### src/rtl/cache_pkg.sv
// Shared types and field widths for the direct-mapped cache controller.
// The optional CACHE_CTRL_STATS_EN feature is handled in the top level, not here.
package cache_pkg;

    localparam int ADDR_WIDTH   = 10;
    localparam int DATA_WIDTH   = 32;
    localparam int TAG_WIDTH    = 3;
    localparam int INDEX_WIDTH  = 5;
    localparam int OFFSET_WIDTH = 2;
    localparam int LINE_WORDS   = 4;
    localparam int LINE_WIDTH   = LINE_WORDS * DATA_WIDTH;

    typedef enum logic [2:0] {
        IDLE  = 3'd0,
        FETCH = 3'd1,
        FILL  = 3'd2,
        WRITE = 3'd3,
        DONE  = 3'd4
    } state_t;

    // Main-memory word address of one beat of a line refill.
    function automatic logic [ADDR_WIDTH-1:0] beat_addr(
        input logic [TAG_WIDTH-1:0]    tag,
        input logic [INDEX_WIDTH-1:0]  index,
        input logic [OFFSET_WIDTH-1:0] beat
    );
        return {tag, index, beat};
    endfunction

endpackage

### src/rtl/cache_controller_if.sv
// CPU, cache-array and main-memory signals of the cache controller.
// master: the controller side; slave: the CPU/array/memory environment.
interface cache_controller_if;
    import cache_pkg::*;

    logic                    cpu_read;
    logic                    cpu_write;
    logic [ADDR_WIDTH-1:0]   cpu_addr;
    logic [DATA_WIDTH-1:0]   cpu_wdata;
    logic                    cpu_stall;

    logic                    c_hit;
    logic [TAG_WIDTH-1:0]    c_tag;
    logic [INDEX_WIDTH-1:0]  c_index;
    logic [OFFSET_WIDTH-1:0] c_offset;
    logic                    c_re;
    logic                    c_refill;
    logic                    c_update;
    logic [LINE_WIDTH-1:0]   c_line_data;
    logic [DATA_WIDTH-1:0]   c_write_data;

    logic                    mem_read;
    logic                    mem_write;
    logic [ADDR_WIDTH-1:0]   mem_addr;
    logic [DATA_WIDTH-1:0]   mem_wdata;
    logic [DATA_WIDTH-1:0]   mem_rdata;
    logic                    mem_ready;

    modport master (
        input  cpu_read, cpu_write, cpu_addr, cpu_wdata, c_hit, mem_rdata, mem_ready,
        output cpu_stall, c_tag, c_index, c_offset, c_re, c_refill, c_update,
               c_line_data, c_write_data, mem_read, mem_write, mem_addr, mem_wdata
    );

    modport slave (
        output cpu_read, cpu_write, cpu_addr, cpu_wdata, c_hit, mem_rdata, mem_ready,
        input  cpu_stall, c_tag, c_index, c_offset, c_re, c_refill, c_update,
               c_line_data, c_write_data, mem_read, mem_write, mem_addr, mem_wdata
    );

endinterface

### src/rtl/line_fill_buffer.sv
// Beat counter and line assembly register for read-miss refills.
// The counter wraps after the last beat, so every fetch starts at beat 0.
module line_fill_buffer
    import cache_pkg::*;
(
    input  logic                    clk,
    input  logic                    rst,
    input  logic                    clear,
    input  logic                    capture,
    input  logic [DATA_WIDTH-1:0]   rdata,
    output logic [OFFSET_WIDTH-1:0] beat,
    output logic                    last_beat,
    output logic [LINE_WIDTH-1:0]   line
);

    logic [OFFSET_WIDTH-1:0] beat_r;
    logic [DATA_WIDTH-1:0]   words_r [LINE_WORDS];

    // Beat counter and word capture on each completed memory beat.
    always_ff @(posedge clk or posedge rst) begin
        if (rst) begin
            beat_r <= '0;
            for (int k = 0; k < LINE_WORDS; k++) begin
                words_r[k] <= '0;
            end
        end else if (clear) begin
            beat_r <= '0;
        end else if (capture) begin
            words_r[beat_r] <= rdata;
            beat_r          <= beat_r + 2'd1;
        end
    end

    for (genvar k = 0; k < LINE_WORDS; k++) begin : g_line
        assign line[k*DATA_WIDTH +: DATA_WIDTH] = words_r[k];
    end

    assign beat      = beat_r;
    assign last_beat = (beat_r == OFFSET_WIDTH'(LINE_WORDS - 1));

endmodule

### src/rtl/cache_controller.sv
// Direct-mapped, write-through / no-write-allocate cache control FSM.
// Define CACHE_CTRL_STATS_EN to add saturating hit_count / miss_count outputs.
module cache_controller
    import cache_pkg::*;
(
    input  logic               clk,
    input  logic               reset,
    cache_controller_if.master bus
`ifdef CACHE_CTRL_STATS_EN
    ,
    output logic [31:0]        hit_count,
    output logic [31:0]        miss_count
`endif
);

    state_t                  state_r;
    state_t                  state_next;
    logic                    fill_start;
    logic                    fill_capture;
    logic [OFFSET_WIDTH-1:0] beat;
    logic                    last_beat;

    assign bus.c_tag        = bus.cpu_addr[ADDR_WIDTH-1 -: TAG_WIDTH];
    assign bus.c_index      = bus.cpu_addr[OFFSET_WIDTH +: INDEX_WIDTH];
    assign bus.c_offset     = bus.cpu_addr[OFFSET_WIDTH-1:0];
    assign bus.c_re         = bus.cpu_read;
    assign bus.c_write_data = bus.cpu_wdata;
    assign fill_capture     = (state_r == FETCH) && bus.mem_ready;

    line_fill_buffer u_fill (
        .clk       (clk),
        .rst       (reset),
        .clear     (fill_start),
        .capture   (fill_capture),
        .rdata     (bus.mem_rdata),
        .beat      (beat),
        .last_beat (last_beat),
        .line      (bus.c_line_data)
    );

    // State register.
    always_ff @(posedge clk or posedge reset) begin
        if (reset) begin
            state_r <= IDLE;
        end else begin
            state_r <= state_next;
        end
    end

    // Next-state and output decode; a simultaneous read and write is a write.
    always_comb begin
        state_next    = state_r;
        bus.cpu_stall = 1'b0;
        bus.c_refill  = 1'b0;
        bus.c_update  = 1'b0;
        bus.mem_read  = 1'b0;
        bus.mem_write = 1'b0;
        bus.mem_addr  = '0;
        bus.mem_wdata = '0;
        fill_start    = 1'b0;
        case (state_r)
            IDLE: begin
                if (bus.cpu_write) begin
                    bus.cpu_stall = 1'b1;
                    bus.c_update  = bus.c_hit;
                    state_next    = WRITE;
                end else if (bus.cpu_read && !bus.c_hit) begin
                    bus.cpu_stall = 1'b1;
                    fill_start    = 1'b1;
                    state_next    = FETCH;
                end else begin
                    bus.cpu_stall = 1'b0;
                end
            end
            FETCH: begin
                bus.cpu_stall = 1'b1;
                bus.mem_read  = 1'b1;
                bus.mem_addr  = beat_addr(bus.c_tag, bus.c_index, beat);
                if (bus.mem_ready && last_beat) begin
                    state_next = FILL;
                end else begin
                    state_next = FETCH;
                end
            end
            FILL: begin
                bus.cpu_stall = 1'b1;
                bus.c_refill  = 1'b1;
                state_next    = IDLE;
            end
            WRITE: begin
                bus.cpu_stall = 1'b1;
                bus.mem_write = 1'b1;
                bus.mem_addr  = bus.cpu_addr;
                bus.mem_wdata = bus.cpu_wdata;
                if (bus.mem_ready) begin
                    state_next = DONE;
                end else begin
                    state_next = WRITE;
                end
            end
            DONE: begin
                bus.cpu_stall = 1'b0;
                state_next    = IDLE;
            end
            default: begin
                state_next = IDLE;
            end
        endcase
    end

`ifdef CACHE_CTRL_STATS_EN
    logic from_fill_r;
    logic count_hit;
    logic count_miss;

    // The hit right after a refill retires an already-counted miss.
    assign count_hit  = (state_r == IDLE) && bus.cpu_read && !bus.cpu_write &&
                        bus.c_hit && !from_fill_r;
    assign count_miss = (state_r == IDLE) && bus.cpu_read && !bus.cpu_write && !bus.c_hit;

    // Saturating read statistics.
    always_ff @(posedge clk or posedge reset) begin
        if (reset) begin
            hit_count   <= 32'd0;
            miss_count  <= 32'd0;
            from_fill_r <= 1'b0;
        end else begin
            from_fill_r <= (state_r == FILL);
            if (count_hit && (hit_count != 32'hFFFF_FFFF)) begin
                hit_count <= hit_count + 32'd1;
            end
            if (count_miss && (miss_count != 32'hFFFF_FFFF)) begin
                miss_count <= miss_count + 32'd1;
            end
        end
    end
`endif

endmodule

### src/flat_wrapper.sv
// flat-port wrapper written by rule: the top's interface ports become plain ports
module cache_controller_flat import cache_pkg::*;
  (clk, reset, bus_cpu_read, bus_cpu_write, bus_cpu_addr, bus_cpu_wdata, bus_c_hit, bus_mem_rdata, bus_mem_ready, bus_cpu_stall, bus_c_tag, bus_c_index, bus_c_offset, bus_c_re, bus_c_refill, bus_c_update, bus_c_line_data, bus_c_write_data, bus_mem_read, bus_mem_write, bus_mem_addr, bus_mem_wdata);
  cache_controller_if bus_i ();
  input  logic clk;
  input  logic reset;
  input wire logic [$bits(bus_i.cpu_read)-1:0] bus_cpu_read;
  input wire logic [$bits(bus_i.cpu_write)-1:0] bus_cpu_write;
  input wire logic [$bits(bus_i.cpu_addr)-1:0] bus_cpu_addr;
  input wire logic [$bits(bus_i.cpu_wdata)-1:0] bus_cpu_wdata;
  input wire logic [$bits(bus_i.c_hit)-1:0] bus_c_hit;
  input wire logic [$bits(bus_i.mem_rdata)-1:0] bus_mem_rdata;
  input wire logic [$bits(bus_i.mem_ready)-1:0] bus_mem_ready;
  output wire logic [$bits(bus_i.cpu_stall)-1:0] bus_cpu_stall;
  output wire logic [$bits(bus_i.c_tag)-1:0] bus_c_tag;
  output wire logic [$bits(bus_i.c_index)-1:0] bus_c_index;
  output wire logic [$bits(bus_i.c_offset)-1:0] bus_c_offset;
  output wire logic [$bits(bus_i.c_re)-1:0] bus_c_re;
  output wire logic [$bits(bus_i.c_refill)-1:0] bus_c_refill;
  output wire logic [$bits(bus_i.c_update)-1:0] bus_c_update;
  output wire logic [$bits(bus_i.c_line_data)-1:0] bus_c_line_data;
  output wire logic [$bits(bus_i.c_write_data)-1:0] bus_c_write_data;
  output wire logic [$bits(bus_i.mem_read)-1:0] bus_mem_read;
  output wire logic [$bits(bus_i.mem_write)-1:0] bus_mem_write;
  output wire logic [$bits(bus_i.mem_addr)-1:0] bus_mem_addr;
  output wire logic [$bits(bus_i.mem_wdata)-1:0] bus_mem_wdata;
  assign bus_i.cpu_read = bus_cpu_read;
  assign bus_i.cpu_write = bus_cpu_write;
  assign bus_i.cpu_addr = bus_cpu_addr;
  assign bus_i.cpu_wdata = bus_cpu_wdata;
  assign bus_i.c_hit = bus_c_hit;
  assign bus_i.mem_rdata = bus_mem_rdata;
  assign bus_i.mem_ready = bus_mem_ready;
  assign bus_cpu_stall = bus_i.cpu_stall;
  assign bus_c_tag = bus_i.c_tag;
  assign bus_c_index = bus_i.c_index;
  assign bus_c_offset = bus_i.c_offset;
  assign bus_c_re = bus_i.c_re;
  assign bus_c_refill = bus_i.c_refill;
  assign bus_c_update = bus_i.c_update;
  assign bus_c_line_data = bus_i.c_line_data;
  assign bus_c_write_data = bus_i.c_write_data;
  assign bus_mem_read = bus_i.mem_read;
  assign bus_mem_write = bus_i.mem_write;
  assign bus_mem_addr = bus_i.mem_addr;
  assign bus_mem_wdata = bus_i.mem_wdata;
  cache_controller u_core (.clk(clk), .reset(reset), .bus(bus_i));
endmodule
### config.mk
export PLATFORM = sky130hd
export DESIGN_NAME = cache_controller_flat
export DESIGN_NICKNAME = d
export VERILOG_FILES = /design/src/rtl/cache_pkg.sv /design/src/rtl/cache_controller_if.sv /design/src/rtl/line_fill_buffer.sv /design/src/rtl/cache_controller.sv /design/src/flat_wrapper.sv
export SDC_FILE = /design/constraint.sdc
export NUM_CORES = 1
export LEC_CHECK = 0
export ABC_AREA = 0
export ABC_CLOCK_PERIOD_IN_PS = 5870
export BUFFER_PORTS_ARGS = -buffer_cell sky130_fd_sc_hd__buf_2
export CAP_MARGIN = 15
export CORE_MARGIN = 2
export CORE_UTILIZATION = 46
export CTS_CLUSTER_DIAMETER = 120
export DETAILED_ROUTE_END_ITERATION = 10
export PLACE_DENSITY = 0.81
export SYNTH_ARGS = -nofsm -noshare
export SYNTH_HDL_FRONTEND = slang
export SYNTH_SLANG_ARGS = --single-unit
### constraint.sdc
create_clock -name clk -period 5.87 [get_ports clk]
set_input_delay 0.8805 -clock clk [delete_from_list [all_inputs] [get_ports clk]]
set_output_delay 0.8805 -clock clk [all_outputs]
set_load 0.01 [all_outputs]
; Word level (Yosys, flattened, before mapping)
; Cells that the tools add are included.
[word_totals]
input_bits = 80
ff_bits = 133
word_cells = 47
out_inout_bits = 218
[classes]
mux = 22
n_reduce_logical = 9
addsub = 1
n_eq_ne = 5
bitwise_logic = 2
order_cmp = 2
[ops]
columns = op, n
row1 = bitwise mux 128 bit, 1
row2 = demux 32 bit (select 2 bit), 1
row3 = 2-to-1 mux 32 bit, 2
row4 = one-hot mux 10 bit (2 select lines), 1
row5 = 2-to-1 mux 1 bit, 9
row6 = 2-to-1 mux 3 bit, 3
row7 = one-hot mux 3 bit (3 select lines), 1
row8 = == test 3 x 2 -> 1 bit (second input constant), 2
row9 = 2-to-1 mux 2 bit, 3
row10 = logical AND 1 bit, 4
row11 = == test 3 x 1 -> 1 bit (second input constant), 1
row12 = >= comparator 3 bit (second input constant), 1
row13 = zero test 3 bit, 1
row14 = < comparator 3 x 1 -> 1 bit (second input constant), 1
row15 = inequality test 3 x 2 -> 1 bit (second input constant), 1
row16 = inverter 2 -> 3 bit, 1
row17 = OR reduction 3 bit, 1
row18 = adder 2 x 1 -> 2 bit (second input constant), 1
row19 = == test 2 bit (second input constant), 1
row20 = one-hot mux 1 bit (2 select lines), 1
row21 = AND reduction 2 bit, 1
row22 = nonzero test 2 bit, 1
row23 = zero test 1 bit, 1
row24 = inverter 1 bit, 1

; Logic depth before layout (Yosys ltp)
; Gate-level depths: netlist of run 1.
[logic_depth]
depth_word = 7
depth_mapped = 6
ltp_nobuf = 4

; Modules after synthesis
; Synthesis of run 1 repeated with hierarchy kept, for this count alone.
[hier_totals]
cells_unflattened = 404
hier_area_um2 = 6311.1
[modules_own_cells]
columns = mod, cells_per_inst, seq_area_each_um2, n_inst, area_per_inst_um2
row1 = line_fill_buffer, 286, 3253.1, 1, 5455.2
row2 = cache_controller, 118, 75.1, 1, 855.8

; Worst setup path before layout of run 1
; Ideal clock, no wire load.
[synth_timing]
path_type = input-to-output
startpoint = input port bus_c_hit
endpoint = output port bus_c_update
setup_slack_ns = 3.719
path_buffers = 0
required_time_ns = 4.990
arrival_ns = 1.270
cell_stages = 2
cell_sequence = nand2_1 -> nor4_1
[synth_between]
elab_chain_cells = 2
[synth_rtl]
columns = item, line
row1 = start: declaration, flat_wrapper.sv:11  ; input wire logic [$bits(bus_i.c_hit)-1:0] bus_c_hit;
row2 = 2-to-1 mux 1 bit, cache_controller.sv:63  ; if (bus.cpu_write) begin
row3 = 2-to-1 mux 1 bit, cache_controller.sv:61  ; case (state_r)
row4 = end: declaration, flat_wrapper.sv:20  ; output wire logic [$bits(bus_i.c_update)-1:0] bus_c_update;
; No other way between the ends.

; Worst setup path in the final report of run 1
[layout_timing]
startpoint = register u_core.state_r[1]
endpoint = output port bus_cpu_stall
[layout_between]
elab_chain_cells = 3
[layout_rtl]
columns = item, line
row1 = start: declaration, cache_controller.sv:16  ; state_t state_r;
row2 = start signal: assignment, cache_controller.sv:46  ; state_r <= state_next;
row3 = == test 3 x 2 -> 1 bit or == test 3 x 1 -> 1 bit (tied branches), cache_controller.sv:61
row4 = OR reduction 3 bit (no line), n/a
row5 = one-hot mux 1 bit (2 select lines) *, cache_controller.sv:61
row6 = end: declaration, flat_wrapper.sv:14  ; output wire logic [$bits(bus_i.cpu_stall)-1:0] bus_cpu_stall;
; Every way passes the cells marked *; elsewhere a longest branch is shown, timed or not.

==> results of run 1 <==
kinds of logic (layout without fill, tap and decap cells):
kind of cell             count (synthesis)  after routing
AND/OR/NAND/NOR                         65             65
multiplexers                           130            130
buffers and inverters                   69            333
adder cells (fa/ha/maj)                  4              4
AO/OA/AOI/OAI                            6              6
flip-flops                             133            133
worst max-delay path: stages (launching register included):
cell and delay [ns]:
dfrtp_1 1.07, nor3_1 0.18, a21oi_1 0.27, buf_2 0.19
layout by cell type (no fill, tap or decap), drive strengths merged, types with 4 or more instances in the layout:
master | synthesis | layout
nor2b | 4 | 4
dfrtp | 133 | 133
nand2 | 7 | 7
mux2 | 128 | 128
and3 | 33 | 33
clkbuf | 9 | 23
and2 | 9 | 9
clkinv | 0 | 5
ha | 4 | 4
buf | 57 | 299
routing by layer:
metal,wire [um],vias up,track usage
li1,-,1878,-
met1,6030,2124,0.261
met2,8680,209,0.426
met3,1680,22,0.0955
met4,189,0,0.0683
met5,0,-,0
metrics by stage:
| stage | cell area (um^2) | setup slack, ns |
|---|---|---|
| after floorplan | 5810 | 1.44 |
| after global placement | 7020 | 3.34 |
| after detailed placement | 7020 | 3.18 |
| after CTS | 7570 | 2.72 |
| after global routing | 7580 | 2.75 |
| final | 7580 | 2.87 |
registers in the layout, summed over array words and instances, names as in the netlist:
name,count
u_core.state_r,3
u_core.u_fill.beat,2
u_core.u_fill.line,128
final timing paths:
path / startpoint / to / slack (ns)
setup / recovery: u_core.state_r[1]$_DFFE_PP0P_ / bus_cpu_stall / 2.87
hold / removal: u_core.u_fill.line[98]$_DFFE_PP0P_ / u_core.u_fill.line[98]$_DFFE_PP0P_ / 0.49
setup reg to reg: u_core.state_r[1]$_DFFE_PP0P_ / u_core.u_fill.line[127]$_DFFE_PP0P_ / 3.24
hold reg to reg: u_core.u_fill.line[98]$_DFFE_PP0P_ / u_core.u_fill.line[98]$_DFFE_PP0P_ / 0.49
max in group asynchronous: reset / u_core.u_fill.line[80]$_DFFE_PP0P_ / 3.91
min in group asynchronous: reset / u_core.u_fill.line[69]$_DFFE_PP0P_ / 0.67
cells in the mapped netlist, types with 2 or more instances:
cell / instances
mux2i_1: 2
nand2b_1: 3
and3_1: 33
nor2b_1: 4
nand2_1: 3
clkbuf_1: 8
mux2_1: 11
nor3b_1: 2
nor2_1: 3
buf_6: 12
ha_1: 4
a21oi_1: 2
buf_4: 44
dfrtp_1: 133
mux2_2: 117
inv_1: 3
and2_1: 9
nor3_1: 2
nand2_4: 4
layout make-up:
class | instances | area share
Clock buffer | 23 | 0.0617
Timing Repair Buffer | 299 | 0.199
Multi-Input combinational cell | 205 | 0.260
Clock inverter | 8 | 0.0102
Inverter | 3 | 0.00182
Tap cell | 172 | 0.0284
Sequential cell | 133 | 0.439
power by group:
part	leakage (nW)	internal (mW)	switching (mW)	total (mW)
clock	0.263	0.601	0.369	0.970
sequential	1.63	1.36	0.275	1.64
combinational	2.24	0.833	0.843	1.68
==> results.ini, run 1 <==
[min_path]
hold_class=reg2reg
whs_path_depth=1

[power]
ir_drop_mv=0.376
power.leakage_nw=4.13
total_power_mw=4.28
p_per_area_nw_per_um2=565

[cts]
htreeDepth=4
cts_setup_buffers=0
cts_tree=done
clkSinkCount=133
clk_path_buf_depth=2
cts.repair.resized=0
root_buffer=clkbuf_16
numCtsBuffers=17
hold_buffers=0
clock_latency_ns=0.41
clkTransAtPathRegs_ns=0.05

[global_route]
overflow=0
grt_pass1_vias=4251
grtUsageTotal=0.238
antenna_found_initial=2
grt_max_degree=75
grt_pass1_wl_um=23500

[worst_setup_path]
required_ns=4.99
r2r_cells=3
critPathKind=reg2out
crit_path_start_kind=flip-flop
path_max_fanout=44
critPathCaptureType=primary output
arrival_ns=2.12

[yosys]
yosysTopAreaCellShare=0.573
syn_nets=491
synth.area.top_cells=dfrtp_1 57%, mux2_2 23%, buf_4 5.7%
synth_xor_area_frac=0
synth-edff-count=0
synth_largest_area_cell=dfrtp_1
synthArstFlopShare=1.00
synth_warnings=0
synth_fa_ha_area_frac=0.00861
synth-compound-area-share=0.00667
syn_area_um2=5810
syn_inst=407
synthFlopType=dfrtp_1
synth_seq_cells=133
yosysSeqAreaShare=0.573
syn_area_per_cell_um2=14.3
synth_top_family_by_area=multiplexers
synth-simple-area-share=0.0719
synth_mux_area_frac=0.251
synthDistinctLibCells=27

[finish]
nets=743
utilization=0.608
drive_above_1_share=0.669
diodes=0
multi_input_area_um2=1970
fillers=1011
instances_no_fill=843
regArea_um2=3330
area_growth_pct=30.4

[timing]
hold_viol=0
fmax_mhz=333
holdWs_ns=0.494
rsz0062_at_grt=no
period_needed_ns=3.00
period_share=0.511
worstMarginPinSlew_ns=1.10
finalSetupViolCount=0
slew_headroom=0.264
skew_ns=0.00577
finalMaxSlewViolations=0
fin_tns_setup_ns=0

[floorplanning]
pin_count=298
die_y_um=116
die_area_um2=13600
coreArea_um2=12500
die_w_um=116
rows=41
start_util=0.466

[run_status]
status=complete, no violations

[route]
drt_iter0_drc=207
vias=4233
totalWireLength_um=16600
drc=0
drtAntennaViolNets=0
routedWlPerCell_um=19.7
drtPass1Iterations=4
routed_via_density=5.02

[placement]
dp.cells=811
portBuffers=297
globalplace.congestion=0.776
dp_hpwl_um=11900

[run]
cap_viol_max_count=0

No activity file was read; power rests on OpenSTA's default activity.
==> inputs of run 2 (changes only) <==
--- a/config.mk
+++ b/config.mk
@@ -6,14 +6,15 @@
 export NUM_CORES = 1
 export LEC_CHECK = 0
 export ABC_AREA = 0
-export ABC_CLOCK_PERIOD_IN_PS = 5870
+export ABC_CLOCK_PERIOD_IN_PS = 2600
 export BUFFER_PORTS_ARGS = -buffer_cell sky130_fd_sc_hd__buf_2
 export CAP_MARGIN = 15
+export CORE_ASPECT_RATIO = 1.4
 export CORE_MARGIN = 2
-export CORE_UTILIZATION = 46
+export CORE_UTILIZATION = 41
 export CTS_CLUSTER_DIAMETER = 120
 export DETAILED_ROUTE_END_ITERATION = 10
-export PLACE_DENSITY = 0.81
+export PLACE_DENSITY = 0.76
 export SYNTH_ARGS = -nofsm -noshare
 export SYNTH_HDL_FRONTEND = slang
 export SYNTH_SLANG_ARGS = --single-unit
==> constraint.sdc (replaced) <==
create_clock -name clk -period 2.6 [get_ports clk]
set_input_delay 0.39 -clock clk [delete_from_list [all_inputs] [get_ports clk]]
set_output_delay 0.39 -clock clk [all_outputs]
set_load 0.01 [all_outputs]
==> run 2 against run 1 <==
First-iteration DRC count shrank 7.7%. Via count grew 0.50%. Clock power grew to 2.5 times the previous value. Count of clock-buffer cells in the layout shrank 4. Global-route usage shrank 2.1 points. Sequential power grew 120%. Cell count grew 1.9%. Routed wire length grew 2.1%. Die area grew 12%. Register-to-register slack lost 2.8 ns. Critical endpoint is now bus_mem_wdata[10].
==> results.ini, run 2 (synthesis gave the netlist of run 1 again) <==
[cts]
clk_path_buf_depth=2  ; unchanged
numCtsBuffers=17  ; unchanged
htreeDepth=4  ; unchanged
cts_tree=done
cts.repair.resized=0  ; unchanged
clkTransAtPathRegs_ns=0.06  ; about the same
hold_buffers=0  ; unchanged
clock_latency_ns=0.40  ; about the same
cts_setup_buffers=0  ; unchanged
clkSinkCount=133  ; unchanged
root_buffer=clkbuf_16

[timing]
fmax_mhz=421
slew_headroom=0.498  ; +0.235
worstMarginPinSlew_ns=0.752  ; -0.352 ns
fin_tns_setup_ns=0  ; unchanged
holdWs_ns=0.152  ; -0.342 ns
finalSetupViolCount=0  ; unchanged
worst_slack_ns=0.226  ; -2.64 ns
finalMaxSlewViolations=0  ; unchanged
period_share=0.913
period_needed_ns=2.37
skew_ns=0.00754  ; +0.00177 ns
rsz0062_at_grt=no
hold_viol=0  ; unchanged

[power]
power_frac_clock=0.247  ; +0.021
power.leakage_nw=4.18  ; +1.1%
p_sw_frac=0.348  ; +0.00114
seqPwrFrac=0.361  ; -0.021
p_per_area_nw_per_um2=1300  ; +130%
switchingPower_mw=3.48  ; +130%
ir_drop_mv=0.658  ; +75%
total_power_mw=9.99  ; +130%
share_comb_of_total_power=0.392  ; about the same
intPower_mw=6.51  ; +130%

[run_status]
status=complete, no violations

[min_path]
hold_class=in2async

[global_route]
grt_pass1_wl_um=24500  ; +4.5%
grt_max_degree=134  ; +79%
grtUsageTotal=0.217  ; -0.0208
grt_pass1_vias=4364  ; +2.7%
overflow=0  ; unchanged
antenna_found_initial=2  ; unchanged

[worst_setup_path]
critPathKind=reg2out
required_ns=2.21  ; -2.78 ns
arrival_ns=1.98  ; -0.14 ns
critPathCaptureType=primary output
crit_path_start_kind=flip-flop
cpPeakStageDelay_ns=0.49  ; -0.58 ns
critPathSlowestCell=dfrtp_1
cp_cell_sequence=nor2b_2, buf_4, and3_1, buf_2
path_max_fanout=25  ; -43%

[route]
drtPass1Iterations=4  ; unchanged
drc=0  ; unchanged
totalWireLength_um=16900  ; +2.1%
drtAntennaViolNets=0  ; unchanged
drt_iter0_drc=191  ; -7.7%
vias=4254  ; +0.50%
routed_via_density=4.95  ; -1.4%
routedWlPerCell_um=19.7  ; +0.22%

[finish]
largest_reg_flops=128  ; unchanged
mostFrequentLayoutCell=buf_2
nets=744  ; +0.13%
instances_no_fill=859  ; +1.9%
drive_above_1_share=0.675  ; +0.00544
area_growth_pct=32.1
mostFrequentLayoutCells=297 x buf_2, 133 x dfrtp_1, 117 x mux2_2

[placement]
portBuffers=297  ; unchanged
dp_hpwl_um=12700  ; +6.4%
dp.cells=826  ; +1.8%
globalplace.congestion=0.829  ; +6.8%
place_ws_ns=0.470  ; -2.71 ns

[floorplanning]
coreArea_um2=13900  ; +12%
die_y_um=145  ; +24%
die_area_um2=15200  ; +12%
start_util=0.418  ; -0.0484
pin_count=298  ; unchanged
die_w_um=105  ; -10%
rows=51  ; +24%

[run]
cap_viol_max_count=0  ; unchanged

[run 2: area by class of cell]
cell class	instances	area (um^2)
fill	1206	6230
sequential	133	3330
multi-input combinational	205	1970
timing repair buffer	300	1520
clock buffer	19	443
tap	185	231
clock inverter	13	169
inverter	3	15.0
antenna	1	2.50
[run 2: worst paths after layout]
kind | startpoint | endpoint | slack (ns) | cells after the start
max | u_core.state_r[0]$_DFFE_PP0P_ | bus_mem_wdata[10] | 0.23 | 4
min | reset | u_core.u_fill.line[60]$_DFFE_PP0P_ | 0.15 | 3
max reg2reg | u_core.state_r[2]$_DFFE_PP0P_ | u_core.u_fill.line[124]$_DFFE_PP0P_ | 0.48 | 3
min reg2reg | u_core.u_fill.line[97]$_DFFE_PP0P_ | u_core.u_fill.line[97]$_DFFE_PP0P_ | 0.49 | 1
max in group asynchronous | reset | u_core.u_fill.line[99]$_DFFE_PP0P_ | 1.84 | 3
min in group clk | bus_mem_rdata[4] | u_core.u_fill.line[100]$_DFFE_PP0P_ | 0.24 | 2
[run 2: worst max-delay path: cells and delay by family (launching register included)]
| family | cells | cell delay (ns) |
|---|---|---|
| simple gates | 2 | 0.66 |
| buf+inv | 2 | 0.43 |
| flops | 1 | 0.49 |
[run 2: power groups by stage]
stage          Sequential (mW)  Combinational (mW)  Clock, mW
2_1_floorplan             4.04                1.83          0
3_3_place_gp              3.58                3.86          0
3_5_place_dp              3.63                3.97          0
4_1_cts                   3.61                3.99       2.52
5_1_grt                   3.72                4.20       2.60
6_report                  3.61                3.92       2.46
[run 2: metrics by stage]
stage / area, um^2 / utilization
6_report: 7680 / 0.552
3_5_place_dp: 7070 / 0.508
5_1_grt: 7680 / 0.552
2_1_floorplan: 5820 / -
3_3_place_gp: 7070 / 0.508
4_1_cts: 7680 / 0.552
[run 2: layer usage]
metal / track usage / wire (um) / vias up
met4: 0.0940 / 496 / 2
met1: 0.232 / 6190 / 2136
met2: 0.403 / 9180 / 209
met5: 0 / 12 / -
li1: - / - / 1876
met3: 0.0578 / 1060 / 31
==> inputs of run 3 (changes only) <==
--- a/config.mk
+++ b/config.mk
@@ -6,15 +6,14 @@
 export NUM_CORES = 1
 export LEC_CHECK = 0
 export ABC_AREA = 0
-export ABC_CLOCK_PERIOD_IN_PS = 2600
+export ABC_CLOCK_PERIOD_IN_PS = 3000
 export BUFFER_PORTS_ARGS = -buffer_cell sky130_fd_sc_hd__buf_2
 export CAP_MARGIN = 15
-export CORE_ASPECT_RATIO = 1.4
-export CORE_MARGIN = 2
-export CORE_UTILIZATION = 41
+export CORE_AREA = 2 2 116 118
 export CTS_CLUSTER_DIAMETER = 120
 export DETAILED_ROUTE_END_ITERATION = 10
-export PLACE_DENSITY = 0.76
+export DIE_AREA = 0 0 118 120
+export PLACE_DENSITY = 0.8
 export SYNTH_ARGS = -nofsm -noshare
 export SYNTH_HDL_FRONTEND = slang
 export SYNTH_SLANG_ARGS = --single-unit
==> constraint.sdc (replaced) <==
create_clock -name clk -period 3 [get_ports clk]
set_input_delay 0.45 -clock clk [delete_from_list [all_inputs] [get_ports clk]]
set_output_delay 0.45 -clock clk [all_outputs]
set_load 0.01 [all_outputs]
==> run 3 against run 2 <==
Die area down 6.6%. First-iteration DRC count up 13%. Via count decreased by 1.3%. Design area fell by 0.34%. Global-route usage grew 1.5 points. Largest power group unchanged. Sequential cell count did not move. Core utilization up 3.8 points. Cell count down 1.0%. Sequential power decreased by 13%.
==> results.ini, run 3 (synthesis gave the netlist of run 1 again) <==
[global_route]
antenna_found_initial=0  ; -2
grt_pass1_wl_um=24600  ; +0.42%
grtUsageTotal=0.232  ; +0.0150
grt_pass1_vias=4352  ; -0.27%
grt_max_degree=70  ; -48%
overflow=0  ; unchanged

[cts]
clkTransAtPathRegs_ns=0.06  ; about the same
root_buffer=clkbuf_16
hold_buffers=0  ; unchanged
cts.repair.resized=0  ; unchanged
clkSinkCount=133  ; unchanged
clock_latency_ns=0.42  ; +0.02 ns
cts_setup_buffers=0  ; unchanged
numCtsBuffers=17  ; unchanged
clk_path_buf_depth=2  ; unchanged
cts_tree=done
htreeDepth=4  ; unchanged

[timing]
period_share=0.750
hold_viol=0  ; unchanged
skew_ns=0.00536  ; -0.00218 ns
fin_tns_setup_ns=0  ; unchanged
period_needed_ns=2.25
rsz0062_at_grt=no
slew_headroom=0.583  ; +0.0845
holdWs_ns=0.109  ; -0.0428 ns
fmax_mhz=445
worst_slack_ns=0.751  ; +0.525 ns
worstMarginPinSlew_ns=0.624  ; -0.128 ns
finalSetupViolCount=0  ; unchanged
finalMaxSlewViolations=0  ; unchanged

[worst_setup_path]
reg2reg_to=u_core.u_fill.line[111]$_DFFE_PP0P_
critPathCaptureType=primary output
path_depth=4  ; unchanged
crit_path_start_kind=flip-flop
path_buf_inv=2  ; unchanged
cp_cell_sequence=nor2b_2, buf_4, and3_1, buf_2
required_ns=2.55  ; +0.34 ns
cp_top_family=flip-flops
critPathSlowestCell=dfrtp_1
reg2reg_slack_ns=0.91  ; +0.43 ns
path_max_fanout=42  ; +68%
r2r-start=u_core.state_r[2]$_DFFE_PP0P_
cpPeakStageDelay_ns=0.51  ; +0.02 ns
critPathKind=reg2out
arrival_ns=1.80  ; -0.18 ns
r2r_cells=3  ; unchanged

[min_path]
hold_class=in2async

[finish]
nets=745  ; +0.13%
regArea_um2=3330  ; unchanged
area_growth_pct=31.7
multi_input_area_um2=1970  ; unchanged
diodes=0  ; -1
fillers=1078  ; -11%
mostFrequentLayoutCell=buf_2
mostFrequentLayoutCells=297 x buf_2, 133 x dfrtp_1, 117 x mux2_2
largest_reg_flops=128  ; unchanged
utilization=0.590  ; +0.0376
drive_above_1_share=0.675  ; about the same
instances_no_fill=850  ; -1.0%

[floorplanning]
rows=42  ; -18%
pin_count=298  ; unchanged
die_area_um2=14200  ; -6.6%
die_w_um=118  ; +13%
start_util=0.448  ; +0.0300
coreArea_um2=13000  ; -6.7%
die_y_um=120  ; -17%

[placement]
globalplace.congestion=0.914  ; +10%
dp.cells=818  ; -0.97%
dp_hpwl_um=12300  ; -3.0%
place_ws_ns=0.929  ; +0.459 ns
portBuffers=297  ; unchanged

[route]
vias=4197  ; -1.3%
drt_iter0_drc=215  ; +13%
routed_via_density=4.94  ; -0.30%
routedWlPerCell_um=19.2  ; -2.8%
totalWireLength_um=16300  ; -3.8%
drc=0  ; unchanged
drtPass1Iterations=4  ; unchanged
drtAntennaViolNets=0  ; unchanged

[run_status]
status=complete, no violations

[run]
cap_viol_max_count=0  ; unchanged

[power]
power.leakage_nw=4.17  ; -0.23%
p_per_area_nw_per_um2=1120  ; -14%
ir_drop_mv=0.720  ; +9.3%

-- run 3: changes by cell type in the layout (fill, tap and decap cells not counted), sizes merged --
cell      before  now
buf          300  301
bufinv         3    2
clkbuf        19   21
clkinv         5    4
clkinvlp       1    3
diode          1    0
inv            7    5
-- run 3: worst max path at each step --
stage	startpoint	end	slack, ns
finish	u_core.state_r[0]$_DFFE_PP0P_	bus_mem_wdata[22]	0.75
global route	u_core.state_r[0]$_DFFE_PP0P_	bus_mem_wdata[22]	0.61
CTS	u_core.state_r[1]$_DFFE_PP0P_	bus_c_update	0.73
detailed placement	u_core.state_r[2]$_DFFE_PP0P_	u_core.u_fill.line[111]$_DFFE_PP0P_	0.93
global placement	bus_mem_ready	u_core.u_fill.line[120]$_DFFE_PP0P_	1.02
floorplan	reset	u_core.state_r[0]$_DFFE_PP0P_	0.90
-- run 3: final cells by class --
type / instances / share of cell area
Clock inverter: 11 / 0.0159
Clock buffer: 21 / 0.0615
Timing Repair Buffer: 301 / 0.200
Multi-Input combinational cell: 205 / 0.257
Sequential cell: 133 / 0.435
Inverter: 3 / 0.00196
Tap cell: 176 / 0.0288
-- run 3: report_power, final --
| part | internal, mW | total, mW | switching (mW) |
|---|---|---|---|
| logic | 1.63 | 3.36 | 1.73 |
| registers | 2.67 | 3.13 | 0.465 |
| clock network | 1.29 | 2.05 | 0.760 |
| total | 5.59 | 8.55 | 2.95 |
-- run 3: through the flow --
step                      area, um^2  total power [mW]
after floorplan                 5820              5.08
after global placement          7060              6.34
after detailed placement        7060              6.53
after CTS                       7650              8.61
after global routing            7650              9.01
final                           7650              8.55
-- run 3: layer usage --
layer  up-vias  track usage  wire length [um]
li1       1883            -                 -
met1      2106        0.252              5990
met2       184        0.412              8740
met3        24       0.0856              1220
met4         0       0.0919               340
met5         -            0                 0
